===== config.mk =====
export PLATFORM = sky130hd
export DESIGN_NAME = apb_csr_responder_flat
export DESIGN_NICKNAME = d
export VERILOG_FILES = /design/src/rtl/apb_csr_responder_if.sv /design/src/rtl/apb_csr_responder.sv /design/src/flat_wrapper.sv
export SDC_FILE = /design/constraint.sdc
export NUM_CORES = 1
export LEC_CHECK = 0
export ABC_AREA = 1
export BUFFER_PORTS_ARGS = -buffer_cell sky130_fd_sc_hd__buf_2
export CORE_UTILIZATION = 50
export DETAILED_ROUTE_END_ITERATION = 7
export PLACE_DENSITY = 0.68
export SLEW_MARGIN = 30
export SYNTH_ARGS = -nofsm -noshare
export SYNTH_HDL_FRONTEND = slang
export SYNTH_SLANG_ARGS = --single-unit

===== constraint.sdc =====
create_clock -name clk -period 6.1 [get_ports clk]
set_input_delay 0.915 -clock clk [delete_from_list [all_inputs] [get_ports clk]]
set_output_delay 0.915 -clock clk [all_outputs]
set_load 0.01 [all_outputs]

===== src/rtl/apb_csr_responder_if.sv =====
// ---------------------------------------------------------------------------
// apb_csr_responder_if
//
// Purpose: APB bus bundle between the bench-side APB initiator and the
//          apb_csr_responder completer. The bus has no PREADY, so every
//          transfer completes in its ACCESS phase.
//
// Signals:
//   paddr   [7:0]  word-aligned register address (bits [1:0] ignored)
//   psel           transfer select
//   penable        ACCESS-phase qualifier
//   pwrite         1 = write, 0 = read
//   pwdata  [31:0] write data
//   prdata  [31:0] registered read data from the completer
//   pslverr        error flag, present only when APB_PSLVERR_EN is defined
//
// Modports: master (initiator side), slave (completer side).
// Optional feature macro: APB_PSLVERR_EN.
// ---------------------------------------------------------------------------
interface apb_csr_responder_if;
    logic [7:0]  paddr;
    logic        psel;
    logic        penable;
    logic        pwrite;
    logic [31:0] pwdata;
    logic [31:0] prdata;
`ifdef APB_PSLVERR_EN
    logic        pslverr;

    modport master (output paddr, psel, penable, pwrite, pwdata,
                    input  prdata, pslverr);
    modport slave  (input  paddr, psel, penable, pwrite, pwdata,
                    output prdata, pslverr);
`else
    modport master (output paddr, psel, penable, pwrite, pwdata,
                    input  prdata);
    modport slave  (input  paddr, psel, penable, pwrite, pwdata,
                    output prdata);
`endif
endinterface


===== src/rtl/apb_csr_responder.sv =====
// ---------------------------------------------------------------------------
// apb_csr_responder
//
// Purpose: APB completer for the packet-decoder core. Provides control,
//          status, result, scratch and ID registers, plus an input-word FIFO
//          that streams 32-bit puzzle words to the core.
//
// Ports:
//   clk          single clock, all logic on posedge
//   rst          synchronous active-high reset
//   apb          APB bus (slave modport): paddr/psel/penable/pwrite/pwdata
//                in, prdata (and pslverr when enabled) out
//   core_start   one-cycle start pulse to the core
//   core_busy    core running
//   core_done    one-cycle completion pulse from the core
//   core_result  core result bus, RESULT_W bits
//   word_valid   FIFO non-empty
//   word_data    FIFO head word
//   word_ready   core pops the head when word_valid & word_ready
//
// Register map (byte address): 0x00 CTRL (W), 0x04 STATUS (R),
//   0x08 DATA_IN (W), 0x0C RESULT_LO (R), 0x10 RESULT_HI (R),
//   0x14 SCRATCH (RW), 0x18 ID (R).
//
// Optional feature macro: APB_PSLVERR_EN adds a registered pslverr flag.
// ---------------------------------------------------------------------------
module apb_csr_responder #(
    parameter int unsigned FIFO_DEPTH = 16,
    parameter logic [31:0] ID_VALUE   = 32'hA0C2_0016,
    parameter int unsigned RESULT_W   = 64
) (
    input  logic                clk,
    input  logic                rst,
    apb_csr_responder_if.slave  apb,
    output logic                core_start,
    input  logic                core_busy,
    input  logic                core_done,
    input  logic [RESULT_W-1:0] core_result,
    output logic                word_valid,
    output logic [31:0]         word_data,
    input  logic                word_ready
);
    localparam int unsigned AW = $clog2(FIFO_DEPTH);

    localparam logic [5:0] IDX_CTRL    = 6'h00;
    localparam logic [5:0] IDX_STATUS  = 6'h01;
    localparam logic [5:0] IDX_DATA_IN = 6'h02;
    localparam logic [5:0] IDX_RES_LO  = 6'h03;
    localparam logic [5:0] IDX_RES_HI  = 6'h04;
    localparam logic [5:0] IDX_SCRATCH = 6'h05;
    localparam logic [5:0] IDX_ID      = 6'h06;

    typedef enum logic [1:0] {ST_IDLE, ST_SETUP, ST_ACCESS, ST_HOLD} state_t;

    state_t      r_state;
    state_t      w_next_state;
    logic [31:0] r_prdata;
    logic        r_core_start;
    logic        r_done_sticky;
    logic        r_overflow;
    logic [31:0] r_scratch;
    logic [31:0] r_mem [FIFO_DEPTH];
    logic [AW-1:0] r_wr_ptr;
    logic [AW-1:0] r_rd_ptr;
    logic [AW:0]   r_count;

    logic [5:0]  w_idx;
    logic        w_commit;
    logic        w_wr_commit;
    logic        w_rd_commit;
    logic        w_start;
    logic        w_clear;
    logic        w_push;
    logic        w_push_ok;
    logic        w_pop;
    logic        w_full;
    logic        w_empty;
    logic [7:0]  w_count8;
    logic [31:0] w_status;
    logic [31:0] w_rdata;
    logic        w_readable;
    logic        w_writable;

    // The transfer commits only on the edge where SETUP sees the ACCESS
    // phase, so a held psel/penable can never re-commit the same transfer.
    assign w_idx       = apb.paddr[7:2];
    assign w_commit    = (r_state == ST_SETUP) && apb.psel && apb.penable;
    assign w_wr_commit = w_commit && apb.pwrite;
    assign w_rd_commit = w_commit && !apb.pwrite;
    assign w_start     = w_wr_commit && (w_idx == IDX_CTRL) && apb.pwdata[0];
    assign w_clear     = w_wr_commit && (w_idx == IDX_CTRL) && apb.pwdata[1];
    assign w_push      = w_wr_commit && (w_idx == IDX_DATA_IN);
    assign w_push_ok   = w_push && !w_full;
    assign w_pop       = word_valid && word_ready;
    assign w_full      = (r_count == (AW+1)'(FIFO_DEPTH));
    assign w_empty     = (r_count == '0);
    assign w_count8    = 8'(r_count);
    assign w_status    = {16'h0000, w_count8, 3'b000, r_overflow, w_empty,
                          w_full, r_done_sticky, core_busy};

    assign core_start  = r_core_start;
    assign word_valid  = !w_empty;
    assign word_data   = r_mem[r_rd_ptr];
    assign apb.prdata  = r_prdata;

    // Transfer FSM state register; reset drops any transfer in flight.
    always_ff @(posedge clk) begin
        if (rst) begin
            r_state <= ST_IDLE;
        end else begin
            r_state <= w_next_state;
        end
    end

    // Next-state logic. IDLE only leaves on a genuine SETUP phase, so a bus
    // still showing psel & penable after reset commits nothing. ACCESS and
    // HOLD share transitions so a back-to-back SETUP right after a commit
    // is not missed.
    always_comb begin
        w_next_state = r_state;
        case (r_state)
            ST_IDLE: begin
                if (apb.psel && !apb.penable) w_next_state = ST_SETUP;
            end
            ST_SETUP: begin
                if (!apb.psel)        w_next_state = ST_IDLE;
                else if (apb.penable) w_next_state = ST_ACCESS;
            end
            ST_ACCESS, ST_HOLD: begin
                if (!apb.psel)         w_next_state = ST_IDLE;
                else if (!apb.penable) w_next_state = ST_SETUP;
                else                   w_next_state = ST_HOLD;
            end
            default: w_next_state = ST_IDLE;
        endcase
    end

    // Read mux and access-permission decode for the current address.
    always_comb begin
        w_rdata    = '0;
        w_readable = 1'b0;
        w_writable = 1'b0;
        case (w_idx)
            IDX_CTRL:    w_writable = 1'b1;
            IDX_STATUS:  begin w_readable = 1'b1; w_rdata = w_status; end
            IDX_DATA_IN: w_writable = 1'b1;
            IDX_RES_LO:  begin w_readable = 1'b1; w_rdata = core_result[31:0]; end
            IDX_RES_HI:  begin
                w_readable = 1'b1;
                w_rdata    = 32'(core_result[RESULT_W-1:32]);
            end
            IDX_SCRATCH: begin
                w_readable = 1'b1;
                w_writable = 1'b1;
                w_rdata    = r_scratch;
            end
            IDX_ID:      begin w_readable = 1'b1; w_rdata = ID_VALUE; end
            default:     ;
        endcase
    end

    // Register side effects: read data capture, scratch, start pulse and
    // the done flag. A start commit beats a same-cycle core_done.
    always_ff @(posedge clk) begin
        if (rst) begin
            r_prdata      <= '0;
            r_scratch     <= '0;
            r_core_start  <= 1'b0;
            r_done_sticky <= 1'b0;
        end else begin
            if (w_rd_commit) r_prdata <= w_rdata;
            if (w_wr_commit && (w_idx == IDX_SCRATCH)) r_scratch <= apb.pwdata;
            r_core_start <= w_start;
            if (w_start)        r_done_sticky <= 1'b0;
            else if (core_done) r_done_sticky <= 1'b1;
        end
    end

    // FIFO pointers, occupancy and sticky overflow. Clear wins over a pop;
    // a push never shares a cycle with clear since both need a commit.
    always_ff @(posedge clk) begin
        if (rst) begin
            r_wr_ptr   <= '0;
            r_rd_ptr   <= '0;
            r_count    <= '0;
            r_overflow <= 1'b0;
        end else if (w_clear) begin
            r_wr_ptr   <= '0;
            r_rd_ptr   <= '0;
            r_count    <= '0;
            r_overflow <= 1'b0;
        end else begin
            if (w_push_ok) r_wr_ptr <= r_wr_ptr + 1'b1;
            if (w_pop)     r_rd_ptr <= r_rd_ptr + 1'b1;
            case ({w_push_ok, w_pop})
                2'b10:   r_count <= r_count + 1'b1;
                2'b01:   r_count <= r_count - 1'b1;
                default: ;
            endcase
            if (w_push && w_full) r_overflow <= 1'b1;
        end
    end

    // FIFO storage; contents need no reset because occupancy guards them.
    always_ff @(posedge clk) begin
        if (!rst && w_push_ok) r_mem[r_wr_ptr] <= apb.pwdata;
    end

`ifdef APB_PSLVERR_EN
    logic r_pslverr;
    logic w_err;

    // Error when the address does not support the requested direction;
    // unmapped addresses support neither.
    assign w_err = apb.pwrite ? !w_writable : !w_readable;
    assign apb.pslverr = r_pslverr;

    // Error flag is captured on every commit, reads and writes alike.
    always_ff @(posedge clk) begin
        if (rst) begin
            r_pslverr <= 1'b0;
        end else if (w_commit) begin
            r_pslverr <= w_err;
        end
    end

    logic w_unused;
    assign w_unused = &{1'b0, apb.paddr[1:0]};
`else
    logic w_unused;
    assign w_unused = &{1'b0, apb.paddr[1:0], w_readable, w_writable};
`endif
endmodule


===== src/flat_wrapper.sv =====
// flat-port wrapper written by rule: the top's interface ports become plain ports
module apb_csr_responder_flat 
#(
    parameter int unsigned FIFO_DEPTH = 16,
    parameter logic [31:0] ID_VALUE   = 32'hA0C2_0016,
    parameter int unsigned RESULT_W   = 64
)
  (clk, rst, core_start, core_busy, core_done, core_result, word_valid, word_data, word_ready, apb_paddr, apb_psel, apb_penable, apb_pwrite, apb_pwdata, apb_prdata);
  apb_csr_responder_if apb_i ();
  input  logic clk;
  input  logic rst;
  output logic core_start;
  input  logic core_busy;
  input  logic core_done;
  input  logic [RESULT_W-1:0] core_result;
  output logic word_valid;
  output logic [31:0] word_data;
  input  logic word_ready;
  input wire logic [$bits(apb_i.paddr)-1:0] apb_paddr;
  input wire logic [$bits(apb_i.psel)-1:0] apb_psel;
  input wire logic [$bits(apb_i.penable)-1:0] apb_penable;
  input wire logic [$bits(apb_i.pwrite)-1:0] apb_pwrite;
  input wire logic [$bits(apb_i.pwdata)-1:0] apb_pwdata;
  output wire logic [$bits(apb_i.prdata)-1:0] apb_prdata;
  assign apb_i.paddr = apb_paddr;
  assign apb_i.psel = apb_psel;
  assign apb_i.penable = apb_penable;
  assign apb_i.pwrite = apb_pwrite;
  assign apb_i.pwdata = apb_pwdata;
  assign apb_prdata = apb_i.prdata;
  apb_csr_responder #(.FIFO_DEPTH(FIFO_DEPTH), .ID_VALUE(ID_VALUE), .RESULT_W(RESULT_W)) u_core (.clk(clk), .rst(rst), .apb(apb_i), .core_start(core_start), .core_busy(core_busy), .core_done(core_done), .core_result(core_result), .word_valid(word_valid), .word_data(word_data), .word_ready(word_ready));
endmodule

After elaboration in Yosys (flattened, before gate mapping)
Memory sizes are Yosys's and may differ from the RTL's. A register that Yosys moved wholly into a read port is not among the register bits.
Index checks and enable logic that the tools add are counted.
- reductions and logical operators: 27
- $add $sub $neg: 4
- multiplexer cells: 12
- equal/unequal tests: 14
- operators with widths (kind ; count):
    $pmux 32 s5 ; 1
    $eq 6x3->1 const B ; 3
    $logic_and 1x1->1 ; 14
    $eq 6x2->1 const B ; 2
    $mux 2 ; 5
    $pmux 5 s2 ; 1
    $add 4x1->4 const B ; 2
    $mux 4 ; 2
    $eq 2x2->1 const B ; 3
    $eq 6x1->1 const B ; 1
    $logic_not 6->1 ; 1
    $pmux 2 s3 ; 1
    $reduce_or 2->1 ; 3
    $add 5x1->5 const B ; 1
    $eq 5x5->1 const B ; 1
    $logic_not 1->1 ; 5
    $logic_not 5->1 ; 1
    $sub 5x1->5 const B ; 1
    $eq 2x1->1 const B ; 2
    $ne 3x3->1 const B ; 1
    $logic_not 2->1 ; 1
    $mux 1 ; 2
    $ne 2x1->1 const B ; 1
    $reduce_and 2->1 ; 1
    $reduce_bool 2->1 ; 1
- bits of input ports: 112
- RAM bits: 512
- memories kept: 1
- output and inout port bits: 66
- word-level logic and storage cells: 67
- register bits: 82
- memory list (name ; words ; bits a word ; rd ports ; clocked after Yosys merged registers in ; write ports ; line ; source):
    u_core.r_mem ; 16 ; 32 ; 1 ; 1 ; 1 ; apb_csr_responder.sv:62 ; logic [31:0] r_mem [FIFO_DEPTH];

Longest topological paths before layout
Gate-level depths: netlist of the first run.
- depth after elaboration: 9
- mapped depth: 19
- gate-level depth less buffers: 18

Worst setup path after synthesis of the first run
No wires, ideal clock.
- path type: in2reg
- start point: input port apb_penable
- end point: memory u_core.r_mem[10][0], enable pin
- arrival time: 3.151 ns
- data required time: 5.679 ns
- buffers on the path: 0
- stages: 8
- setup slack: 2.528 ns
- library setup time: 0.421 ns
- cell sequence: inv_1 nor2_2 nand3_2 nor2_4 nand3_1 nor2_2 nand3_2 nor2_1
- longest elaborated chain between the ends: 7
- ends and longest elaborated chain (element ; line ; source):
    from (decl) ; flat_wrapper.sv:21 ; input wire logic [$bits(apb_i.penable)-1:0] apb_penable;
    $logic_and 1x1->1 ; apb_csr_responder.sv:87 ; assign w_commit = (r_state == ST_SETUP) && apb.psel && apb.penable;
    $logic_and 1x1->1 ; apb_csr_responder.sv:88 ; assign w_wr_commit = w_commit && apb.pwrite;
    $logic_and 1x1->1 ; apb_csr_responder.sv:92 ; assign w_push = w_wr_commit && (w_idx == IDX_DATA_IN);
    $logic_and 1x1->1 ; apb_csr_responder.sv:93 ; assign w_push_ok = w_push && !w_full;
    $logic_and 1x1->1 ; apb_csr_responder.sv:206 ; if (!rst && w_push_ok) r_mem[r_wr_ptr] <= apb.pwdata;
    $mux 1 ; apb_csr_responder.sv:206 ;
    $mux 1 (implied by the code) ; apb_csr_responder.sv:206 ;
    to (decl) ; apb_csr_responder.sv:62 ;
No other way between the ends.

==> flow_summary.toml, run 1 <==
[power]
leakage_uw = 0.0104
p_sw_uw = 2800
combPwrFrac_pct = 18.0
seqPwrFrac_pct = 45.9
p_int_uw = 7120
vdd_drop_max_v = 0.000217
total_power_uw = 9930
power_density_mw_per_mm2 = 350
clkPwrFrac_pct = 36.1
power.switching_fraction_pct = 28.3

[timing]
finalSetupTns_ps = 0
finalHoldViolCount = 0
worst_slack_ps = 2240
slew_viol_final = 0
period_share_pct = 63.3
fin_crit_ps = 3860
worst_slew_pin_slew_ps = 987
report.final.setup_viol = 0
fmax_ghz = 0.259
finClkSkew_ps = 18.0
rsz0062_at_grt = "no"
relSlewSlack_pct = 34.0
holdWs_ps = 466

[global_routing]
antenna_found_initial = 1
first_global_vias = 15900
grt_overflow = 0
track_usage_pct = 23.0
grt_max_degree = 143
grt_pass1_wl_um = 89300

[route]
drt_first_pass_iters = 7
num_vias = 16800
wirelength_um = 58400
route.detailed.drc = 0
post_drt_wl_per_cell_um = 18.8
drtIter0Drc = 1400
vias_per_cell = 5.42
antenna_left = 0

[finish]
drive_above_1_share_pct = 14.0
final_cell_mix = "512 x edfxtp_1, 335 x nand2_1, 296 x inv_1"
stdcell_count = 3099
final_common_cell = "edfxtp_1"
syn2layout_area_growth_pct = 13.4
layout.nets = 2506

[clock_tree]
numCtsBuffers = 59
path_clk_slew_ps = 60
postCtsSetupBuffers = 0
tritoncts = "built"
clockBufferDepth = 3
clock_latency_ps = 620
clock_sinks = 598
ctsResizeCount = 0
cts.hold.buffers_added = 0
root_buffer = "clkbuf_16"
ctsHtreeMaxLevel = 2

[run]
cap_viol_max_count = 0

[hold_path]
hold_class = "reg -> reg"
hold_path_depth = 2

[run_status]
outcome = "finished clean"

[critical_path]
critPathArrivalTime_ps = 2940
critPathKind = "reg -> out"
cp.required_ps = 5180
critical_path_peak_fanout = 142
rr_worst_depth = 8
start_kind = "register"
end_kind = "output port"

[floorplanning]
core_sq_mm = 0.0492
die_h_um = 226
io-pin-count = 178
start_util_pct = 50.8
die-area_sq_mm = 0.0509
fp-row-count = 81
die_width_um = 226

[place]
dpl.hpwl_um = 34400
port_buffers = 175
dp_cells = 2989
preCtsSetupSlack_ps = 2220
gp_congestion = 0.841

[logic_synthesis]
synth_area_sq_mm = 0.0250
yosys_warnings = 0
yosysTopAreaCell = "edfxtp_1"
netlist_top_cells_area = "edfxtp_1 62%, dfxtp_1 6.9%, nand2_1 5.0%, nand3_1 4.7%, inv_1 4.5%"
ys_seq_area_share_pct = 68.4
ys_types = 34
postSynthCellCount = 2259
syn_avg_cell_area_sq_um = 11.1
yosysTopAreaCellShare_pct = 61.5
syn_nets = 2379
synth_seq_cells = 598
[power groups by stage]
stage / clock network, uW / logic (uW) / registers (uW)
2_1_floorplan: 0 / 1400 / 4560
3_3_place_gp: 0 / 1740 / 4640
3_5_place_dp: 0 / 1780 / 4650
4_1_cts: 3630 / 1790 / 4560
5_1_grt: 3770 / 2030 / 4570
6_report: 3580 / 1780 / 4560
[cells in the mapped netlist (all sizes together)]
master and number:
edfxtp 512, nand2 339, inv 303, nand3 241
a21oi 174, o21ai 167, o211ai 131, nor2 120
dfxtp 86, buf 80, clkbuf 58, nand4 22
ha 8, xor2 5, nor3 4, a31oi 3
or2 2, xnor2 2, a21boi 1, clkinv 1
[stage by stage]
step | utilization, % | cell area, sq um
3_3_place_gp | 53.8 | 26400
2_1_floorplan | - | 25000
6_report | 57.7 | 28300
5_1_grt | 57.7 | 28300
3_5_place_dp | 53.8 | 26400
4_1_cts | 57.7 | 28300
[metal layers]
layer / GRT usage, % / part of all wire (%) / up-vias
met3: 3.30 / 6.3 / 80
li1: - / - / 8094
met1: 32.0 / 44 / 8071
met5: 0 / 0 / -
met4: 6.52 / 1.9 / 0
met2: 37.9 / 48 / 555
[path summary, 6_finish.rpt]
path	startpoint	endpoint	slack, ps
max reg2reg	u_core.r_state[1]$_SDFFE_PP0P_	u_core.r_mem[10][25]$_DFFE_PP_	3080
max	register	word_data[0]	2240
min	u_core.apb.prdata[19]$_SDFFE_PP0P_	u_core.apb.prdata[19]$_SDFFE_PP0P_	470
min reg2reg	u_core.apb.prdata[19]$_SDFFE_PP0P_	u_core.apb.prdata[19]$_SDFFE_PP0P_	470
[registers in the layout, indices dropped and copies added (netlist names), named ones only]
name and flops:
u_core.r_overflow 1, u_core.core_start 1, u_core.r_count 5, u_core.r_mem 512
u_core.r_state 2, u_core.r_done_sticky 1, u_core.r_wr_ptr 4, u_core.r_rd_ptr 4
u_core.r_scratch 32, u_core.apb.prdata 32
[critical path: stages, from the launching register on]
cell and delay, ps:
dfxtp_4 870, buf_12 530, o211ai_1 190, nand3_1 130
nand3_1 140, nand2_1 180, buf_2 160
[cells by family (layout without fill, tap and decap cells)]
| family | Yosys count | in the layout | synth area share (%) |
|---|---|---|---|
| compound gates | 476 | 476 | 10.9 |
| xor+xnor | 7 | 7 | 0.245 |
| fa+ha+maj | 8 | 8 | 0.401 |
| buf+inv | 442 | 617 | 7.20 |
| flops | 598 | 598 | 68.4 |
| other cells | 0 | 1 | 0 |
| simple gates | 728 | 728 | 12.9 |
[cell type report]
class / instances / area (sq um)
fill: 4041 / 20800
sequential: 598 / 17100
multi-input combinational: 1219 / 6210
clock buffer: 74 / 1600
inverter: 304 / 1140
timing repair buffer: 204 / 1130
tap: 664 / 831
clock inverter: 35 / 310
antenna: 1 / 2.50
(Power assumes the default switching activity.)
==> run 2: changes to the inputs <==
- clock period: 6.1 -> 3.94 ns (I/O delays scaled with it)
==> flow_summary.toml, run 2 (synthesis results as in run 1) <==
[timing]
rsz0062_at_grt = "no"
slew_viol_final = 0
worst_slew_pin_slew_ps = 951
finClkSkew_ps = 15.5
fmax_ghz = 0.316
relSlewSlack_pct = 36.6
fin_crit_ps = 3170
worst_slack_ps = 771
finalSetupTns_ps = 0
report.final.setup_viol = 0
period_share_pct = 80.4
finalHoldViolCount = 0

[global_routing]
first_global_vias = 16100
grt_max_degree = 113
antenna_found_initial = 2
track_usage_pct = 23.5
grt_overflow = 0
grt_pass1_wl_um = 90800

[route]
drtIter0Drc = 1588
num_vias = 16900
drt_first_pass_iters = 7
vias_per_cell = 5.44
antenna_left = 0
wirelength_um = 59300
route.detailed.drc = 0
post_drt_wl_per_cell_um = 19.1

[critical_path]
end_kind = "output port"
rr_worst_depth = 17
r2r-end = "u_core.r_count[4]$_SDFFE_PP0P_"
critPathKind = "reg -> out"
cp.required_ps = 3350
r2r_slack_ps = 1250
critical_path_peak_fanout = 70
reg2reg_from = "u_core.r_state[1]$_SDFFE_PP0P_"
start_kind = "register"
critPathArrivalTime_ps = 2580

[finish]
top_register = "u_core.r_mem"
stdcell_count = 3109
final_cell_mix = "512 x edfxtp_1, 335 x nand2_1, 296 x inv_1"
layout.nets = 2516
drive_above_1_share_pct = 14.3
final_common_cell = "edfxtp_1"
largest_reg_flops = 512
syn2layout_area_growth_pct = 14.3

[place]
dp_cells = 3000
preCtsSetupSlack_ps = 760
gp_congestion = 0.832
dpl.hpwl_um = 35500
port_buffers = 175

[hold_path]
hold_path_depth = 3
hold_class = "in -> reg"
hold_end = "u_core.r_state[1]$_SDFFE_PP0P_"
worstHoldStart = "apb_penable"

[clock_tree]
root_buffer = "clkbuf_16"
clock_latency_ps = 630
numCtsBuffers = 58
clock_sinks = 598
clockBufferDepth = 3
cts.hold.buffers_added = 0
path_clk_slew_ps = 70
ctsHtreeMaxLevel = 2
ctsResizeCount = 0
tritoncts = "built"
postCtsSetupBuffers = 0

[power]
power_density_mw_per_mm2 = 541
total_power_uw = 15400
leakage_uw = 0.0104
vdd_drop_max_v = 0.000419

[floorplanning]
fp-row-count = 81
start_util_pct = 50.8
io-pin-count = 178
core_sq_mm = 0.0492
die_h_um = 226
die_width_um = 226
die-area_sq_mm = 0.0509

[run]
cap_viol_max_count = 0

[run_status]
outcome = "finished clean"
## run 2: cell types whose count changed in the layout (fill, tap and decap cells not counted), moves of 2 or more
| cell | previous run | this run |
|---|---|---|
| buf_12 | 3 | 16 |
| clkinvlp_4 | 1 | 4 |
| clkinv_2 | 15 | 10 |
| buf_4 | 26 | 24 |
| inv_16 | 0 | 2 |
| clkinv_1 | 12 | 15 |
| clkbuf_16 | 60 | 58 |
## run 2: metal layers
layer,global-route usage [%],vias up,wire (um)
met4,7.46,0,1340
met5,0,-,0
li1,-,8121,-
met2,38.4,620,28200
met3,3.27,97,4350
met1,32.6,8065,25300
## run 2: worst max-delay path by stage
| stage | slack [ps] | cells past startpoint | endpoint |
|---|---|---|---|
| after CTS | 730 | 7 | word_data[31] |
| final | 770 | 7 | word_data[31] |
| after global placement | 780 | 18 | u_core.r_count[4]$_SDFFE_PP0P_ |
| after detailed placement | 760 | 9 | u_core.r_mem[1][14]$_DFFE_PP_ |
| after global routing | 590 | 7 | word_data[31] |
| after floorplan | 690 | 8 | u_core.r_mem[10][0]$_DFFE_PP_ |
## run 2: critical path: stages (launching register included)
cell	delay, ps
dfxtp_4	800
buf_12	380
a21oi_1	90
o21ai_0	120
nand3_1	130
nand3_1	130
nand2_1	100
buf_2	150
## run 2: final cells by class
cell class	instances	area, sq um
flip-flops and latches	598	17100
clock inverters	37	347
well taps	664	831
fillers	3987	20600
inverters	304	1140
repair buffers	215	1380
clock buffers	71	1550
multi-input cells	1219	6210
diodes	1	2.50
## run 2: power breakdown
part           internal (uW)  total, uW  switching (uW)
Combinational            981       2890            1910
Clock                   3130       5500            2370
Sequential              6900       7050             152
Total                  11000      15400            4430
## run 2: per-stage QoR
step	cell area, sq um	util (%)	hold slack [ps]
floorplan	25000	-	430
global placement	26700	54.3	443
detailed placement	26700	54.3	451
CTS	28600	58.1	208
global route	28600	58.1	239
finish	28600	58.1	226
